--- src/rtl/fetch_pkg.sv ---
// Shared types and constants for the instruction fetch controller.
package fetch_pkg;

  typedef enum logic [1:0] {
    BOOT  = 2'd0,
    RUN   = 2'd1,
    DONE  = 2'd2,
    FAULT = 2'd3
  } state_e;

  localparam logic [63:0] PC_STEP = 64'd4;

  // Word-aligned when the two low address bits are clear.
  function automatic logic is_aligned(input logic [1:0] addr_lo);
    return addr_lo == 2'b00;
  endfunction

endpackage

--- src/rtl/fetch_controller_if.sv ---
// Fetch-stage bus: hazard/branch inputs, imem read, and IF/ID outputs.
interface fetch_if;
  import fetch_pkg::*;

  logic        stall;
  logic        branch_taken;
  logic [63:0] branch_target;
  logic [31:0] instr_in;
  logic [63:0] pc;
  logic [31:0] ifid_instr;
  logic [63:0] ifid_pc;
  logic        ifid_valid;
  logic [1:0]  fetch_state;
  logic        fault;
  logic [31:0] fetch_count;

  modport master (
    input  stall, branch_taken, branch_target, instr_in,
    output pc, ifid_instr, ifid_pc, ifid_valid, fetch_state, fault, fetch_count
  );

  modport slave (
    output stall, branch_taken, branch_target, instr_in,
    input  pc, ifid_instr, ifid_pc, ifid_valid, fetch_state, fault, fetch_count
  );

endinterface

--- src/rtl/ifid_reg.sv ---
// IF/ID pipeline register; flush inserts a bubble and wins over enable.
module ifid_reg (
  input  logic        clk,
  input  logic        reset,
  input  logic        enable,
  input  logic        flush,
  input  logic [31:0] instr_in,
  input  logic [63:0] pc_in,
  output logic [31:0] instr,
  output logic [63:0] pc,
  output logic        valid
);

  always_ff @(posedge clk) begin
    if (reset || flush) begin
      instr <= 32'h0;
      pc    <= 64'h0;
      valid <= 1'b0;
    end else if (enable) begin
      instr <= instr_in;
      pc    <= pc_in;
      valid <= 1'b1;
    end
  end

endmodule

--- src/rtl/fetch_controller.sv ---
// Instruction fetch controller: PC sequencing, branch redirect, stall hold and
// misaligned-target fault capture feeding the IF/ID register.
module fetch_controller
  import fetch_pkg::*;
#(
  parameter logic [63:0] RESET_PC   = 64'h0,
  parameter int unsigned IMEM_BYTES = 1024
) (
  input  logic clk,
  input  logic reset,
  fetch_if.master bus
);

  logic [63:0] pc_q;
  state_e      state;
  logic        fault_q;
  logic [31:0] count_q;

  logic        in_range_c;
  logic        aligned_c;
  logic        ifid_en_c;
  logic        ifid_flush_c;
  logic [31:0] ifid_instr;
  logic [63:0] ifid_pc;
  logic        ifid_valid;

  assign in_range_c = pc_q < 64'(IMEM_BYTES);
  assign aligned_c  = is_aligned(bus.branch_target[1:0]);

  // IF/ID control: load only on a real fetch, bubble whenever not loading or holding.
  always_comb begin
    ifid_en_c    = 1'b0;
    ifid_flush_c = 1'b0;
    case (state)
      RUN: begin
        if (bus.branch_taken)  ifid_flush_c = 1'b1;
        else if (!bus.stall) begin
          if (in_range_c) ifid_en_c    = 1'b1;
          else            ifid_flush_c = 1'b1;
        end
      end
      default: ifid_flush_c = 1'b1;
    endcase
  end

  always_ff @(posedge clk) begin
    if (reset) begin
      pc_q    <= RESET_PC;
      state   <= BOOT;
      fault_q <= 1'b0;
      count_q <= 32'h0;
    end else begin
      case (state)
        BOOT: state <= RUN;
        RUN: begin
          if (bus.branch_taken) begin
            if (aligned_c) begin
              pc_q <= bus.branch_target;
            end else begin
              fault_q <= 1'b1;
              state   <= FAULT;
            end
          end else if (!bus.stall) begin
            if (in_range_c) begin
              pc_q <= pc_q + PC_STEP;
              if (count_q != 32'hFFFF_FFFF) count_q <= count_q + 32'd1;
            end else begin
              state <= DONE;
            end
          end
        end
        DONE: begin
          if (bus.branch_taken) begin
            if (aligned_c) begin
              pc_q  <= bus.branch_target;
              state <= RUN;
            end else begin
              fault_q <= 1'b1;
              state   <= FAULT;
            end
          end
        end
        FAULT: state <= FAULT;
        default: state <= BOOT;
      endcase
    end
  end

  ifid_reg u_ifid (
    .clk      (clk),
    .reset    (reset),
    .enable   (ifid_en_c),
    .flush    (ifid_flush_c),
    .instr_in (bus.instr_in),
    .pc_in    (pc_q),
    .instr    (ifid_instr),
    .pc       (ifid_pc),
    .valid    (ifid_valid)
  );

  assign bus.pc          = pc_q;
  assign bus.ifid_instr  = ifid_instr;
  assign bus.ifid_pc     = ifid_pc;
  assign bus.ifid_valid  = ifid_valid;
  assign bus.fetch_state = state;
  assign bus.fault       = fault_q;
  assign bus.fetch_count = count_q;

endmodule

--- src/flat_wrapper.sv ---
// flat-port wrapper written by rule: the top's interface ports become plain ports
module fetch_controller_flat import fetch_pkg::*;
#(
  parameter logic [63:0] RESET_PC   = 64'h0,
  parameter int unsigned IMEM_BYTES = 1024
)
  (clk, reset, bus_stall, bus_branch_taken, bus_branch_target, bus_instr_in, bus_pc, bus_ifid_instr, bus_ifid_pc, bus_ifid_valid, bus_fetch_state, bus_fault, bus_fetch_count);
  fetch_if bus_i ();
  input  logic clk;
  input  logic reset;
  input wire logic [$bits(bus_i.stall)-1:0] bus_stall;
  input wire logic [$bits(bus_i.branch_taken)-1:0] bus_branch_taken;
  input wire logic [$bits(bus_i.branch_target)-1:0] bus_branch_target;
  input wire logic [$bits(bus_i.instr_in)-1:0] bus_instr_in;
  output wire logic [$bits(bus_i.pc)-1:0] bus_pc;
  output wire logic [$bits(bus_i.ifid_instr)-1:0] bus_ifid_instr;
  output wire logic [$bits(bus_i.ifid_pc)-1:0] bus_ifid_pc;
  output wire logic [$bits(bus_i.ifid_valid)-1:0] bus_ifid_valid;
  output wire logic [$bits(bus_i.fetch_state)-1:0] bus_fetch_state;
  output wire logic [$bits(bus_i.fault)-1:0] bus_fault;
  output wire logic [$bits(bus_i.fetch_count)-1:0] bus_fetch_count;
  assign bus_i.stall = bus_stall;
  assign bus_i.branch_taken = bus_branch_taken;
  assign bus_i.branch_target = bus_branch_target;
  assign bus_i.instr_in = bus_instr_in;
  assign bus_pc = bus_i.pc;
  assign bus_ifid_instr = bus_i.ifid_instr;
  assign bus_ifid_pc = bus_i.ifid_pc;
  assign bus_ifid_valid = bus_i.ifid_valid;
  assign bus_fetch_state = bus_i.fetch_state;
  assign bus_fault = bus_i.fault;
  assign bus_fetch_count = bus_i.fetch_count;
  fetch_controller #(.RESET_PC(RESET_PC), .IMEM_BYTES(IMEM_BYTES)) u_core (.clk(clk), .reset(reset), .bus(bus_i));
endmodule
--- config.mk ---
export PLATFORM = sky130hd
export DESIGN_NAME = fetch_controller_flat
export DESIGN_NICKNAME = d
export VERILOG_FILES = /design/src/rtl/fetch_pkg.sv /design/src/rtl/fetch_controller_if.sv /design/src/rtl/ifid_reg.sv /design/src/rtl/fetch_controller.sv /design/src/flat_wrapper.sv
export SDC_FILE = /design/constraint.sdc
export NUM_CORES = 1
export LEC_CHECK = 0
export ABC_AREA = 1
export BUFFER_PORTS_ARGS = -buffer_cell sky130_fd_sc_hd__buf_2
export CAP_MARGIN = 0
export CELL_PAD_IN_SITES_DETAIL_PLACEMENT = 1
export CELL_PAD_IN_SITES_GLOBAL_PLACEMENT = 1
export CORE_ASPECT_RATIO = 0.9
export CORE_MARGIN = 1.5
export CORE_UTILIZATION = 36
export CTS_BUF_LIST = sky130_fd_sc_hd__clkbuf_16
export CTS_CLUSTER_SIZE = 28
export DETAILED_ROUTE_END_ITERATION = 7
export PLACE_DENSITY = 0.9
export SLEW_MARGIN = 20
export SYNTH_ARGS = -nofsm -noshare
export SYNTH_HDL_FRONTEND = slang
export SYNTH_SLANG_ARGS = --single-unit
--- constraint.sdc ---
create_clock -name clk -period 2.45 [get_ports clk]
set_input_delay 0.1225 -clock clk [delete_from_list [all_inputs] [get_ports clk]]
set_output_delay 0.1225 -clock clk [all_outputs]
set_load 0.01 [all_outputs]
==> summary.md <==
| Metric | Value |
|---|---|
| Crit-path max FO | `6` |
| Gr ovfl total | `0` |
| F_max | `0.4401 GHz` |
| Mapped cell area | `0.01076 sq mm` |
| Clock sink count | `196` |
| Max-slew headroom | `0.5900` |
| Post-synth ARST share | `0` |
| Aggregate global-route resource usage | `0.2945` |
| Clock transition at the registers of the reported paths | `0.08 ns` |
| Commonest cells after routing, fill and taps aside | `nand2_1, buf_2, nor2_1` |
| CORE AREA | `0.02916 sq mm` |
| # DRC | `0` |
| Pre-Repair DR Iteration Count | `5` |
| Crit-path slowest cell | `dfxtp_1` |
| IO buf count | `295` |
| RSZ-0062 raised after global routing | `false` |
| Post-CTS Setup Repair Bufs | `0` |
| Min cycle time layout | `2.272 ns` |
| Worst path cell trace | `ha_1 -> nand2_1 -> nor3_1 -> inv_1 -> nor2_1 -> buf_4 -> xor2_1 -> o21ai_0 -> nand2_1 -> o21ai_0 -> nor2_1` |
| Clk root buf | `clkbuf_16` |
| Crit path largest cell delay | `0.42 ns` |
| WL per Instance | `19.12 um` |
| Number of I/O pins | `296` |
| Routed wire length | `45.64 mm` |
| Hold Violations, Final | `0` |
| Worst-Skew Late Latency | `0.45 ns` |
| Avg Inst Size Synth | `6.456 sq um` |
| Final worst-path cycle share | `0.9275` |
| Outcome | `finished clean` |
| Dominant register cell in the synthesized netlist | `dfxtp_1` |
| CTS max path bufs | `2` |
| Die ar. | `0.03094 sq mm` |
| Share of layout cells above drive strength 1 | `0.2028` |
| Synth warn | `0` |
| CP startpoint kind | `flip-flop` |
| Placed Cells | `2320` |
| Final Power | `0.01173 W` |
| Vias in the first global route | `13270` |
| Lkg Pwr | `5.705 nW` |
| Pwr dens | `851.9 mW/mm^2` |
| Commonest non-fill, non-tap cell in the layout | `nand2_1` |
| Peak VDD IR | `0.7617 mV` |
| Cell count after synthesis | `1667` |
| Die extent in x | `185.3 um` |
| Dpl hpwl | `32.94 mm` |
| Fin cells | `2387` |
| Setup violators final | `0` |
| EDFF count, synth | `0` |
| CTS tree | `done` |
| Worst EP arrival | `2.66 ns` |
| Yosys reg bits | `196` |
| Max cap viols | `0` |
| CP Capture Type | `flip-flop` |
| DRT iter0 DRCs | `961` |
| Synthesized Nets | `1773` |
| Vias per cell | `5.429` |
| Crit Path Class | `reg2reg` |
| Final slew viol count | `0` |
| Slew @ Worst Pin | `0.6150 ns` |
| Post-route ant nets | `0` |
| Initial cell density of the core | `0.3691` |
| Die span in y | `167.0 um` |
| First-pass GRT wire length | `71.90 mm` |
| Row count | `59` |
| Cell variety after synth | `40` |
| Htree depth | `4` |
| Worst min-delay path class | `in2reg` |
| Largest net degree at the start of global routing | `86` |
| Post-synthesis sequential area ratio | `0.3646` |
| DR vias | `12960` |
| Area grow syn2layout | `27.92%` |
| NumNets Final | `2081` |
| Placer Congestion | `0.9576` |
| Worst path required time | `2.84 ns` |
| Setup_tns | `0 ns` |
| CTS buffer count | `17` |
| Initial antenna violation count | `4` |
| Clock skew | `0.02229 ns` |
[metrics by stage]
stage	setup slack [ns]	cell area [sq um]	util	hold slack, ns
after detailed placement	0.04266	12840	0.4402	0.3574
after CTS	0.02305	13730	0.4708	0.05559
after global placement	0.2010	12840	0.4402	0.3434
final	0.1777	13770	0.4721	0.06721
after floorplan	0.4132	10760	-	0.2574
after global routing	0.01233	13770	0.4721	0.1025
[synthesized netlist by cell type (26+ instances only)]
library cell,instances,area (sq um)
a21oi_1,134,670.6
buf_2,33,165.2
clkbuf_1,47,176.4
dfxtp_1,196,3924
inv_1,102,382.9
nand2_1,363,1363
nand3_1,104,520.5
nor2_1,284,1066
nor3_1,38,190.2
nor3b_1,58,435.4
o21ai_0,177,885.9
xor2_1,26,227.7
[cells by family (layout without fill, tap and decap cells)]
family	count (synthesis)	count (layout)	share of synthesized area
compound gates	338	338	0.1631
xor+xnor	38	38	0.03093
fa+ha+maj	6	6	0.006976
buf+inv	193	513	0.07162
flops	196	196	0.3646
mux	1	1	0.0009302
other cells	0	4	0
simple gates	895	895	0.3618
[worst paths after layout]
check,slack [ns],from,depth (start not counted),endpoint
setup / recovery,0.18,u_core.bus.pc[2],11,u_core.bus.pc[16]
hold / removal,0.07,bus_branch_target[22],5,u_core.bus.pc[22]
setup reg to reg,0.18,u_core.bus.pc[2],11,u_core.bus.pc[16]
hold reg to reg,0.47,u_core.bus.pc[1],2,u_core.bus.pc[1]
[what timing repair did]
item                                    4_1_cts  5_1_grt
endpoints found under the hold margin        32        0
resized for setup                             0        9
endpoints found under the setup margin        0        9
hold buffers                                 32        0
[sequential cells by signal (all words and copies together) (netlist names)]
register / flops
u_core.bus.fetch_count: 32
u_core.bus.fetch_state: 2
u_core.u_ifid.instr: 32
u_core.u_ifid.pc: 64
u_core.bus.pc: 64
u_core.u_ifid.valid: 1
u_core.bus.fault: 1
[metal layers]
metal,global-route usage,up-vias,part of all wire
li1,-,6111,-
met5,0,-,0
met4,0.1223,0,0.037
met2,0.4846,476,0.46
met3,0.05226,98,0.064
met1,0.3773,6274,0.44
[power breakdown]
part,internal (W),switching (W)
Combinational,0.00169,0.00302
Clock,0.00135,0.00146
Sequential,0.00357,0.000630
[final cells by class]
cell class                      instances  area [sq um]
Antenna cell                            4         10.01
Clock buffer                           17         425.4
Clock inverter                         14         145.1
Fill cell                            3936         15390
Inverter                              105         394.1
Multi-Input combinational cell       1278          6112
Sequential cell                       196          3924
Tap cell                              396         495.5
Timing Repair Buffer                  377          2260
[critical path: cells and delay by family, from the launching register on]
family / cells / cell delay [ns]
buffers and inverters: 2 / 0.34
flip-flops: 1 / 0.42
AND/OR/NAND/NOR: 5 / 0.92
XOR/XNOR: 1 / 0.16
adder cells (fa/ha/maj): 1 / 0.22
AO/OA/AOI/OAI: 2 / 0.16
No activity file was read; power rests on OpenSTA's default activity.
